`src/rtl/i2s_tx.sv`:
```
// I2S transmitter: latches one 16-bit PCM sample per frame and sends it on both L and R; BCLK/LRCK are derived from clk.
// Latency: MSB appears 2*BCLK_DIV clks after frame start; no backpressure, sample_taken is the producer's request.
`timescale 1ns/1ps
module i2s_tx #(
   parameter int BCLK_DIV  = 16,
   parameter int SLOT_BITS = 32
) (
   input  logic        clk,
   input  logic        rst_n,
   input  logic [15:0] pcm_in,
   input  logic        pcm_valid,
   output logic        sample_taken,
   output logic        underrun,
   output logic        i2s_bclk,
   output logic        i2s_lrck,
   output logic        i2s_sdata
);

   localparam int DW         = $clog2(BCLK_DIV);
   localparam int FRAME_BITS = 2 * SLOT_BITS;
   localparam int BW         = $clog2(FRAME_BITS);
   localparam logic [DW-1:0] DIV_LAST = DW'(BCLK_DIV - 1);
   localparam logic [BW-1:0] BIT_LAST = BW'(FRAME_BITS - 1);
   localparam logic [BW-1:0] SLOT     = BW'(SLOT_BITS);

   logic [DW-1:0] div_cnt;
   logic [BW-1:0] bit_cnt;
   logic [BW-1:0] bit_nxt;
   logic [BW-1:0] pos;
   logic [15:0]   hold_reg;
   logic [15:0]   frame_reg;
   logic          fresh;
   logic          tick;
   logic          fall;
   logic          frame_start;
   logic          lrck_nxt;
   logic          sdata_nxt;

   always_comb begin
      tick        = (div_cnt == DIV_LAST);
      fall        = tick && i2s_bclk;
      bit_nxt     = (bit_cnt == BIT_LAST) ? '0 : bit_cnt + 1'b1;
      lrck_nxt    = (bit_nxt >= SLOT);
      pos         = lrck_nxt ? bit_nxt - SLOT : bit_nxt;
      frame_start = fall && (bit_nxt == '0);
      // Slot position 0 is the I2S one-bit delay; bits 1..16 carry the sample MSB first.
      sdata_nxt   = 1'b0;
      for (int i = 1; i <= 16; i++) begin
         if (pos == BW'(i)) sdata_nxt = frame_reg[16-i];
      end
   end

   always_ff @(posedge clk) begin
      if (!rst_n) begin
         div_cnt      <= '0;
         bit_cnt      <= BIT_LAST;
         hold_reg     <= '0;
         frame_reg    <= '0;
         fresh        <= 1'b0;
         sample_taken <= 1'b0;
         underrun     <= 1'b0;
         i2s_bclk     <= 1'b0;
         i2s_lrck     <= 1'b0;
         i2s_sdata    <= 1'b0;
      end else begin
         sample_taken <= 1'b0;
         underrun     <= 1'b0;
         div_cnt      <= tick ? '0 : div_cnt + 1'b1;
         if (tick) i2s_bclk <= ~i2s_bclk;
         if (fall) begin
            bit_cnt   <= bit_nxt;
            i2s_lrck  <= lrck_nxt;
            i2s_sdata <= sdata_nxt;
         end
         if (frame_start) begin
            frame_reg    <= hold_reg;
            sample_taken <= 1'b1;
            underrun     <= ~fresh;
            fresh        <= 1'b0;
         end
         // A new sample on the frame-start edge wins over the clear and goes out next frame.
         if (pcm_valid) begin
            hold_reg <= pcm_in;
            fresh    <= 1'b1;
         end
      end
   end

endmodule
```
`config.mk`:
```
export PLATFORM = sky130hd
export DESIGN_NAME = i2s_tx
export DESIGN_NICKNAME = d
export VERILOG_FILES = /design/src/rtl/i2s_tx.sv
export SDC_FILE = /design/constraint.sdc
export NUM_CORES = 1
export LEC_CHECK = 0
export CORE_ASPECT_RATIO = 0.75
export CORE_MARGIN = 2
export CORE_UTILIZATION = 60
export CTS_CLUSTER_DIAMETER = 120
export DETAILED_ROUTE_END_ITERATION = 12
export GPL_TIMING_DRIVEN = 0
export PLACE_DENSITY = 0.84
export SYNTH_ARGS = -nofsm -noshare
export SYNTH_HDL_FRONTEND = slang
export SYNTH_SLANG_ARGS = --single-unit
```
`constraint.sdc`:
```
create_clock -name clk -period 3.1 [get_ports clk]
set_clock_uncertainty 0.1 [all_clocks]
set_input_delay 0.62 -clock clk [delete_from_list [all_inputs] [get_ports clk]]
set_output_delay 0.62 -clock clk [all_outputs]
set_load 0.02 [all_outputs]
```
==> results of run 1 <==
-- metal layers --
layer / up-vias / global-route usage
met5: - / 0
met4: 0 / 0.05612
met3: 2 / 0.04947
met2: 49 / 0.3287
met1: 861 / 0.3566
li1: 959 / -
-- through the flow --
stage	utilization	total power [mW]	setup slack (ps)
CTS	0.7258	1.105	787.2
finish	0.7258	1.096	776.6
global placement	0.6998	0.7280	835.1
global route	0.7258	1.140	560.9
floorplan	-	0.6963	1142
detailed placement	0.6998	0.7307	804.2
-- synth_stat cells, drive strengths merged --
library cell / instances
ha: 6
or2: 1
o22ai: 2
dfxtp: 48
nor4bb: 1
a21o: 1
inv: 7
a31oi: 3
nor2: 8
a221oi: 2
nand4: 1
and2b: 1
nor2b: 19
clkbuf: 9
a211oi: 1
nand2: 35
buf: 9
xor2: 1
nor3: 6
nor3b: 1
a22oi: 1
and3: 3
xnor2: 2
o21ai: 25
o2bb2ai: 1
and2: 5
a211o: 1
nand4b: 1
o211ai: 3
nand3: 22
a41oi: 1
a21oi: 8
mux2i: 17
o211a: 2
o32ai: 1
and3b: 1
a2bb2oi: 2
o311ai: 1
or3: 1
-- area by class of cell --
class                           count  share of cell area
Clock buffer                        7             0.03292
Sequential cell                    48              0.3664
Timing Repair Buffer               22             0.08397
Tap cell                           52             0.02481
Multi-Input combinational cell    187              0.4423
Inverter                            7             0.01002
Clock inverter                      1            0.002863
Buffer                             18             0.03674
-- kinds of logic (layout without fill, tap and decap cells) --
family,Yosys count,count (layout),share of synthesized area
simple gates,106,106,0.2443
fa+ha+maj,6,6,0.03346
xor+xnor,3,3,0.01171
flops,48,48,0.4283
buf+inv,25,55,0.05465
mux,17,17,0.07585
compound gates,55,55,0.1517
-- worst max-delay path by stage --
stage | from | end | slack, ps | depth (start not counted)
after floorplan | bit_cnt[0]$_SDFFE_PN1P_ | frame_reg[10]$_SDFFE_PN0P_ | 1140 | 7
after global placement | bit_cnt[0]$_SDFFE_PN1P_ | frame_reg[15]$_SDFFE_PN0P_ | 840 | 7
after detailed placement | bit_cnt[0]$_SDFFE_PN1P_ | frame_reg[12]$_SDFFE_PN0P_ | 800 | 7
after CTS | bit_cnt[0]$_SDFFE_PN1P_ | frame_reg[14]$_SDFFE_PN0P_ | 790 | 7
after global routing | bit_cnt[0]$_SDFFE_PN1P_ | frame_reg[12]$_SDFFE_PN0P_ | 560 | 8
final | bit_cnt[0]$_SDFFE_PN1P_ | frame_reg[14]$_SDFFE_PN0P_ | 780 | 7
-- where the power goes --
group          internal (mW)  total (mW)  switching, mW
Combinational         0.0412      0.0730         0.0318
Sequential             0.633       0.643        0.00999
Clock                  0.181       0.380          0.198
==> results summary, run 1 <==
The slew at the pin closest to its max-slew limit is 516.6 ps. The cell total after placement is 334. Clock latency on the worst-skew pair, taken at its later pin, is 290 ps.

The cell area reported after detailed placement is 0.002529 sq mm. The critical path is of the register to register type. The horizontal die dimension is 74.61 um.

The die outline area is 0.004249 sq mm. The startpoint type of the worst setup path is a register. The number of buffers inserted to repair setup after CTS came out at 0. The number of max-slew violations in the final report is 0. The share of cells above drive strength 1 is 0.06552.

The arrival time at the worst endpoint is 2410 ps. The number of clock buffers inserted by TritonCTS is 5. Across all register-to-register paths, the minimum setup slack is 780 ps. Entering global routing, the biggest net connects 15 pins. For hold timing, the worst endpoint is div_cnt[0]$_SDFF_PP0_. The post-detailed-route DRC marker count came out at 0. The number of antenna diodes in the final layout is 0. The count of final hold-check violations came out at 0. The worst hold path begins at div_cnt[0]$_SDFF_PP0_. The cell sitting at the root of the clock tree is a sky130_fd_sc_hd__clkbuf_8.

The minimum hold slack is 363.1 ps. Setup violations remaining at the end of the flow were counted as 0. Compared with the post-synthesis result, the final layout area differs by 16.90%. The path depth of the worst reg2reg path came out at 7. The number of buffer and inverter instances along the worst setup path came out at 2. The areal power density over the cells is 417.8 mW/mm^2. The number of global-route vias before repair is 1669. The number of ports placed on the die boundary is 24.

The longest clock path from root to sink contains 2 buffers. The length of routed wiring on met1 is 2264 um. The number of sinks driven by the clock tree came out at 48. Summed over all instances, the cell type with the most area after synthesis is sky130_fd_sc_hd__dfxtp_1. The total non-filler cell area in the finished layout came out at 0.002623 sq mm. The synthesized area is 0.002243 sq mm.

The unique cell type count in the Yosys netlist came out at 44. The remaining antenna violation count after routing came out at 0. The placeable core area came out at 0.003613 sq mm. In the final routed layout, each cell accounts on average for 12.74 um. The worst setup path is captured at a register. The tightest min-delay check is of the register to register type. The met3 routed wirelength came out at 229 um.

The highest metal layer with signal wires is met4. The number of detailed-route iterations in the first pass came out at 4. After synthesis the netlist holds a flip-flop and latch count of 48. The sequential cell area fraction in the yosys report came out at 0.4283. For the finished layout, the period the worst path requires is 2323 ps. In this run the critical register-to-register path is captured at frame_reg[14]$_SDFFE_PN0P_. The number of vias per cell is 5.471.

The aggregate negative setup slack came out at 0 ps. The total overflow reported by the global router came out at 0. The number of hold buffers added after CTS was 0. In the layout the commonest cells are sky130_fd_sc_hd__dfxtp_1, sky130_fd_sc_hd__nand2_1, sky130_fd_sc_hd__o21ai_0. The detailed placement HPWL came out at 3134 um.

VDD sags by at most 0.2673 mV. The critical path goes through ha_1 > buf_2 > xnor2_1 > nand2_1 > nor3_4 > buf_4 > o21ai_0. Synthesis produced a netlist with a net count of 285. The Yosys step of the flow raised 0 warnings.

The delay contributed by the slowest stage of the critical path came out at 530 ps. By area the synthesized netlist is led by sky130_fd_sc_hd__dfxtp_1, sky130_fd_sc_hd__mux2i_1, sky130_fd_sc_hd__nand2_1. The flow ran to the end, and the final reports show no timing, DRC or antenna violations. The wire length of the first global-routing pass is 7707 um. On the critical path the largest part of the delay comes from simple AND/OR/NAND/NOR gates. The post-route clock period utilization is 0.7495. In the final design database the tool counted 314 nets. The number of buffers inserted by port buffering came out at 22.

The routed wire length on met2 came out at 1845 um. The number of non-filler instances in the completed layout came out at 342. The cell depth of the worst hold path came out at 1. The highest attainable clock frequency came out at 0.4304 GHz. The global-route total usage across every layer is 0.2306.

For this configuration, the core starts out at a cell density of 0.6208. The number of instances in the synthesized netlist came out at 260. The data required time at the worst endpoint is 3180 ps. The most common cell after layout, fill and taps aside is sky130_fd_sc_hd__dfxtp_1. The number of cells upsized or downsized after cts came out at 0.

The sequential cells in the finished layout cover a total of 960.9 sq um. The initial antenna violation count came out at 0. The routed via count is 1871. The area of the multi-input gates is 0.001160 sq mm.

The number of fill cells in the layout is 291. The total leakage power is 1.109 nW. The share of synthesized area in the top cell type comes to 0.4283. The largest individual stage delay along the critical path comes from the cell sky130_fd_sc_hd__dfxtp_1. The mean area per synthesized cell is 8.628 sq um. The worst register-to-register path begins at bit_cnt[0]$_SDFFE_PN1P_. Setup repair after global routing left no endpoint under its margin. The final routed wirelength across all metal layers came out at 4358 um. After clock tree synthesis, the clock-pin slew on the worst setup and hold paths is 90 ps.

The largest fanout on the critical path came out at 10. The die span in y came out at 56.96 um. The worst relative slew slack came out at 0.6556. The count of maximum capacitance violations came out at 0. The number of H-tree levels is 2. The weighted congestion at the end of routability-driven global placement is 0.8961. TritonCTS built the clock tree. The detailed router finished its first iteration with 114 violations. Row generation in the floorplan step produced 19 rows.
Note: power is estimated with default switching activity, not from simulation.
==> inputs of run 2 (changes only) <==
CORE_UTILIZATION = 50   (was 60)
PLACE_DENSITY = 0.75   (was 0.84)
clock period = 1.9 ns   (was 3.1 ns; I/O delays follow)
==> run 2 against run 1 <==
Power rose by 66%. Highest routed layer unchanged. The run now ends with setup timing left. Routed wire length rose by 18%. Global-route usage fell by 1.1 points. Final cell count rose by 3.5%. Largest power group unchanged. First-iteration DRC count fell by 16%. Register-to-register slack got worse by 830 ps. Maximum frequency rose by 19%. Cell area rose by 8.9%. Largest cell class unchanged. Via count rose by 3.0%.
==> results summary, run 2 (synthesized netlist as in run 1, its figures left out) <==
Among all stages on the critical path, the largest delay is contributed by sky130_fd_sc_hd__dfxtp_4. Traced cell by cell, the critical path runs through ha_4 > nand2_2 > a21o_1 > a211o_1 > nor3_4 > buf_12 > buf_8 > nand3_1 > o21ai_1. The number of sinks driven by the clock tree came to 48 (unchanged).

TritonCTS built the clock tree. The data required time at the worst endpoint is 2040 ps (-1140 ps). The final routed wirelength across all metal layers came to 5131 um (+18%). The area added between synthesis and finish came out at 27.33%. The peak supply drop is 0.4973 mV (+86%). The aggregate negative setup slack came out at -598.7 ps (-598.7 ps). The starting density of the core came out at 0.5113 (-0.1096). The arrival time at the worst endpoint is 2100 ps (-310 ps).

The wire length of the first global-routing pass is 8286 um (+7.5%). The maximum number of pins on one net before global-route repair is 16 (+1). The critical path is of the register to register type.

The detailed placement HPWL came out at 3373 um (+7.6%). The post-detailed-route DRC marker count is 0 (unchanged). The hold buffer count at CTS is 0 (unchanged). The count of final hold-check violations came out at 0 (unchanged). The weighted congestion at the end of routability-driven global placement came to 0.9106 (+1.6%).

The delay contributed by the slowest stage of the critical path came to 400 ps (-130 ps). Clock tree synthesis selected as its root buffer the cell sky130_fd_sc_hd__clkbuf_8. The total power is 1.823 mW (+66%). The worst reg-to-reg setup slack came out at -60 ps (-830 ps). The horizontal die dimension is 81.35 um (+9.0%). The worst-case setup margin in the final layout was -55.01 ps (-831.6 ps).

The placeable core area was 0.004388 sq mm (+21%). The number of nets in the final layout came to 321 (+2.2%). The initial antenna violation count is 0 (unchanged). The total area of sequential cells is 972.2 sq um (+1.2%). The minimum period implied by the final worst setup slack is 1955 ps (-368.4 ps). The total overflow reported by the global router is 0 (unchanged). The post-route clock period utilization came to 1.029 (+0.2795).

The largest fanout on the critical path was 8 (-2). The checks that failed: setup timing. The number of vias per cell is 5.446 (-0.45%).

The worst setup path is launched from a register. The number of clock buffers inserted by TritonCTS came out at 5 (unchanged). The die span in y is 62.01 um (+8.9%).

The post-route core utilization came out at 0.6510 (-0.07478). The count of antenna diodes in the layout is 0 (unchanged). The number of detailed-route iterations in the first pass came to 4 (unchanged). The final setup violation count came to 17 (+17). The remaining antenna violation count after routing was 0 (unchanged).

Leaving out fill and tap cells, the most frequent cells in the layout are sky130_fd_sc_hd__dfxtp_1, sky130_fd_sc_hd__nand2_1, sky130_fd_sc_hd__clkdlybuf4s50_1. The slew at the pin closest to its max-slew limit is 527.0 ps (+10.39 ps). Setup repair after global routing could not meet its margin everywhere. The number of global-route vias before repair came to 1748 (+4.7%). The number of fill cells in the layout was 364 (+25%). The worst setup path is captured at a register.

The highest attainable clock frequency came out at 0.5115 GHz (+19%). The path class of the tightest hold or removal check is register to register. The areal power density over the cells came out at 638.2 mW/mm^2 (+53%). The number of DRC violations after detailed-routing iteration 0 is 96 (-16%). The number of H-tree levels came to 2 (unchanged). The number of cell rows is 21 (+2). The number of max-slew violations in the final report came out at 0 (unchanged).

The mean routed wirelength per cell came out at 14.49 um (+14%). The maximum number of buffers from clock root to sink was 2 (unchanged). The share of cells above drive strength 1 came out at 0.1717 (+0.1062). The routed via count came out at 1928 (+3.0%). The die outline area came to 0.005044 sq mm (+19%). Leaving out fill and tap cells, the most frequent cell in the layout is sky130_fd_sc_hd__dfxtp_1.

The count of maximum capacitance violations is 0 (unchanged). The later-pin clock latency in the skew report came out at 310 ps (+20 ps). The worst setup timing slack at the placement stage is -329.2 ps (-1133 ps). The number of buffers inserted by port buffering came out at 22 (unchanged). The clock-pin slew of the registers on the worst-case setup and hold paths came out at 90 ps (about the same).

The area of the multi-input gates is 0.001265 sq mm (+9.1%). The worst relative slew slack came out at 0.6487 (-0.006929). The global-route total usage across every layer is 0.2191 (-0.01149). The number of ports placed on the die boundary came out at 24 (unchanged). The flow ran to the end, but the final reports show violations. The total leakage power came out at 1.187 nW (+7.0%).
[run 2: repair_timing]
item	4_1_cts	5_1_grt
cloned	0	1
pin swaps	2	5
resized for setup	8	29
buffers inserted	4	4
setup endpoints to repair	20	20
[run 2: critical path: cells and delay by family (launching register included)]
kind / cells / cell delay [ps]
compound gates: 3 / 610
fa+ha+maj: 1 / 150
buf+inv: 2 / 270
flops: 1 / 400
simple gates: 3 / 380
[run 2: worst paths after layout]
kind                      startpoint                   endpoint  cells after the start
max          bit_cnt[1]$_SDFFE_PN1P_  frame_reg[7]$_SDFFE_PN0P_                      9
max reg2reg  bit_cnt[1]$_SDFFE_PN1P_  frame_reg[7]$_SDFFE_PN0P_                      9
min reg2reg    div_cnt[0]$_SDFF_PP0_      div_cnt[0]$_SDFF_PP0_                      1
min            div_cnt[0]$_SDFF_PP0_      div_cnt[0]$_SDFF_PP0_                      1
[run 2: power breakdown]
| part | internal (mW) | switching (mW) |
|---|---|---|
| sequential | 1.03 | 0.0189 |
| clock | 0.298 | 0.354 |
| combinational | 0.0689 | 0.0523 |
[run 2: metal layers]
layer / track usage / share of wire
met5: 0 / 0
met4: 0.07264 / 0.012
met1: 0.3046 / 0.49
met2: 0.3466 / 0.45
met3: 0.04335 / 0.046
[run 2: area by class of cell]
cell class | count | area share
clock inverters | 2 | 0.004818
multi-input cells | 187 | 0.4428
well taps | 57 | 0.02497
clock buffers | 6 | 0.02891
inverters | 7 | 0.009198
plain buffers | 16 | 0.03767
flip-flops and latches | 48 | 0.3403
repair buffers | 31 | 0.1113
[run 2: per-stage QoR]
step | std cells | hold WS [ps] | cell area [sq um]
floorplan | 260 | 328.3 | 2282
global placement | 339 | 343.3 | 2574
detailed placement | 339 | 347.0 | 2574
CTS | 349 | 359.7 | 2743
global route | 354 | 371.5 | 2856
finish | 354 | 359.0 | 2856
==> inputs of run 3 (changes only) <==
SKIP_LAST_GASP = 1   (was default)
==> run 3 against run 2 <==
The run still ends with setup timing left. Die area is the same. Combinational power is essentially flat. Clock-buffer cell count is the same. Power shrank 0.20%. Non-clock buffer count is the same. Sequential cell count is the same. Sequential power is essentially flat. Highest routed layer unchanged.
==> results summary, run 3 (synthesized netlist as in run 1, its figures left out) <==
TritonCTS built the clock tree. The total power is 1.819 mW (-0.20%). The number of DRC violations after detailed-routing iteration 0 is 105 (+9.4%). CTS placed an instance of sky130_fd_sc_hd__clkbuf_8 at the clock tree root. The mean routed wirelength per cell is 14.44 um (-0.39%). The slew at the pin closest to its max-slew limit is 526.9 ps (-0.05865 ps). The share of cells above drive strength 1 came to 0.1616 (-0.01010). The die outline area came to 0.005044 sq mm (unchanged).

The number of H-tree levels came out at 2 (unchanged). The worst register-to-register path begins at bit_cnt[1]$_SDFFE_PN1P_. The horizontal die dimension is 81.35 um (unchanged). The delay contributed by the slowest stage of the critical path is 400 ps (about the same). The total overflow reported by the global router is 0 (unchanged). The maximum number of pins on one net before global-route repair came out at 16 (unchanged). STA classifies the critical path startpoint as a register. The gate family responsible for the most delay along the worst path is compound AO/OA/AOI/OAI gates. The maximum number of buffers from clock root to sink came out at 2 (unchanged). The post-route clock period utilization is 1.028 (-0.001438).

The routed via count came out at 1940 (+0.62%). The hold path endpoint is div_cnt[0]$_SDFF_PP0_. The placeable core area came out at 0.004388 sq mm (unchanged). The largest fanout on the critical path was 8 (unchanged). The wire length of the first global-routing pass is 8286 um (unchanged). The clock-pin slew of the registers on the worst-case setup and hold paths came out at 90 ps (about the same). The number of cell rows is 21 (unchanged). In this run the most critical hold path is launched from div_cnt[0]$_SDFF_PP0_. The final setup violation count is 19 (+2). The starting density of the core is 0.5113 (unchanged).

The areal power density over the cells was 639.7 mW/mm^2 (+0.23%). The signal on the critical path passes through ha_4 > nand2_2 > a21o_1 > a211o_1 > nor3_4 > buf_12 > buf_8 > nand3_1 > o21ai_1. The peak supply drop is 0.4978 mV (+0.10%). The number of ports placed on the die boundary is 24 (unchanged). The worst-case setup margin in the final layout is -52.28 ps (+2.733 ps). The critical path endpoint category is a register. The cell depth of the worst hold path was 1 (unchanged). The worst relative slew slack is 0.6487 (about the same). The worst min-delay path category is register to register. The data required time at the worst endpoint came out at 2040 ps (about the same).

The hold buffer count at CTS is 0 (unchanged). The area growth from synthesis to layout is 26.77%. The later-pin clock latency in the skew report came out at 300 ps (about the same). The weighted congestion at the end of routability-driven global placement is 0.9106 (unchanged).

The arrival time at the worst endpoint is 2090 ps (about the same). The detailed placement HPWL is 3373 um (unchanged). The run finished, with violations left. The number of max-slew violations in the final report was 0 (unchanged). The global-route total usage across every layer came out at 0.2191 (unchanged). The endpoint of the worst register-to-register path is frame_reg[7]$_SDFFE_PN0P_. The final routed wirelength across all metal layers came out at 5111 um (-0.39%). The path depth of the worst reg2reg path is 9 (unchanged).

The number of vias per cell is 5.480 (+0.62%). The total leakage power is 1.182 nW (-0.46%). The die span in y was 62.01 um (unchanged). The count of final hold-check violations came out at 0 (unchanged). The number of detailed-route iterations in the first pass is 4 (unchanged). The number of nets in the final layout is 321 (unchanged). The number of sinks driven by the clock tree is 48 (unchanged).

The worst reg-to-reg setup slack is -50 ps (about the same). The initial antenna violation count came out at 0 (unchanged). The minimum hold slack was 359.0 ps (+0.009000 ps). The number of global-route vias before repair is 1748 (unchanged).

The count of antenna diodes in the layout is 0 (unchanged). In the layout the commonest cells are sky130_fd_sc_hd__dfxtp_1, sky130_fd_sc_hd__nand2_1, sky130_fd_sc_hd__clkdlybuf4s50_1. The number of buffers inserted by port buffering came out at 22 (unchanged). The remaining antenna violation count after routing is 0 (unchanged). The minimum period implied by the final worst setup slack is 1952 ps (-2.733 ps). The checks that failed: setup timing.

The kind of critical path is register to register. Setup repair after global routing could not meet its margin everywhere. The count of maximum capacitance violations is 0 (unchanged). The highest attainable clock frequency came out at 0.5122 GHz (+0.14%). The cell with the largest stage delay on the worst path is sky130_fd_sc_hd__dfxtp_4. Leaving out fill and tap cells, the most frequent cell in the layout is sky130_fd_sc_hd__dfxtp_1. The number of clock buffers inserted by TritonCTS came out at 5 (unchanged). The post-detailed-route DRC marker count came out at 0 (unchanged). The number of buffer and inverter instances along the worst setup path is 2 (unchanged).
## run 3: changes by cell type in the layout (fill, tap and decap cells not counted)
cell	before	now
sky130_fd_sc_hd__nand3_2	3	2
sky130_fd_sc_hd__nand3_1	19	20
sky130_fd_sc_hd__o21ai_0	10	14
sky130_fd_sc_hd__o21ai_2	2	0
sky130_fd_sc_hd__o21ai_1	13	11
## run 3: what timing repair did
action	CTS	global route
gates resized for setup	8	22
setup buffers	4	4
cloned	0	1
setup endpoints to repair	20	20
pin swaps	2	5
## run 3: power breakdown
group / switching [mW] / leakage (nW) / internal [mW]
logic: 0.0521 / 0.739 / 0.0688
clock network: 0.351 / 0.0516 / 0.298
registers: 0.0187 / 0.391 / 1.03
## run 3: area by class of cell
type,instances,area [sq um]
plain buffers,16,107.6
multi-input cells,187,1252
repair buffers,31,317.8
fillers,368,1544
clock inverters,2,13.76
clock buffers,6,82.58
flip-flops and latches,48,972.2
inverters,7,26.28
well taps,57,71.32
## run 3: metrics by stage
step	util	setup slack, ps	area [sq um]	TNS, ps	instances
2_1_floorplan	-	6.437	2282	0	260
3_3_place_gp	0.5865	-299.9	2574	-4777	339
3_5_place_dp	0.5865	-329.2	2574	-5493	339
4_1_cts	0.6250	5.733	2743	0	349
5_1_grt	0.6481	-154.2	2844	-2321	354
6_report	0.6481	-52.28	2844	-531.8	354
## run 3: worst max-delay path by stage
stage / slack [ps] / cells past startpoint / start / endpoint
6_report: -50 / 9 / bit_cnt[1]$_SDFFE_PN1P_ / frame_reg[7]$_SDFFE_PN0P_
5_1_grt: -150 / 9 / bit_cnt[1]$_SDFFE_PN1P_ / frame_reg[7]$_SDFFE_PN0P_
4_1_cts: 6 / 8 / bit_cnt[1]$_SDFFE_PN1P_ / i2s_sdata$_SDFFE_PN0P_
3_5_place_dp: -330 / 7 / div_cnt[0]$_SDFF_PP0_ / frame_reg[5]$_SDFFE_PN0P_
3_3_place_gp: -300 / 7 / div_cnt[0]$_SDFF_PP0_ / frame_reg[3]$_SDFFE_PN0P_
2_1_floorplan: 6 / 6 / i2s_bclk$_SDFFE_PN0N_ / frame_reg[7]$_SDFFE_PN0P_
## run 3: routing by layer
metal  share of wire  track usage  wire (um)  vias to the layer above
met4           0.012      0.07264         62                        0
met2            0.45       0.3466       2320                       44
met3           0.042      0.04335        215                        8
li1                -            -          -                      981
met5               0            0          0                        -
met1            0.49       0.3046       2512                      907
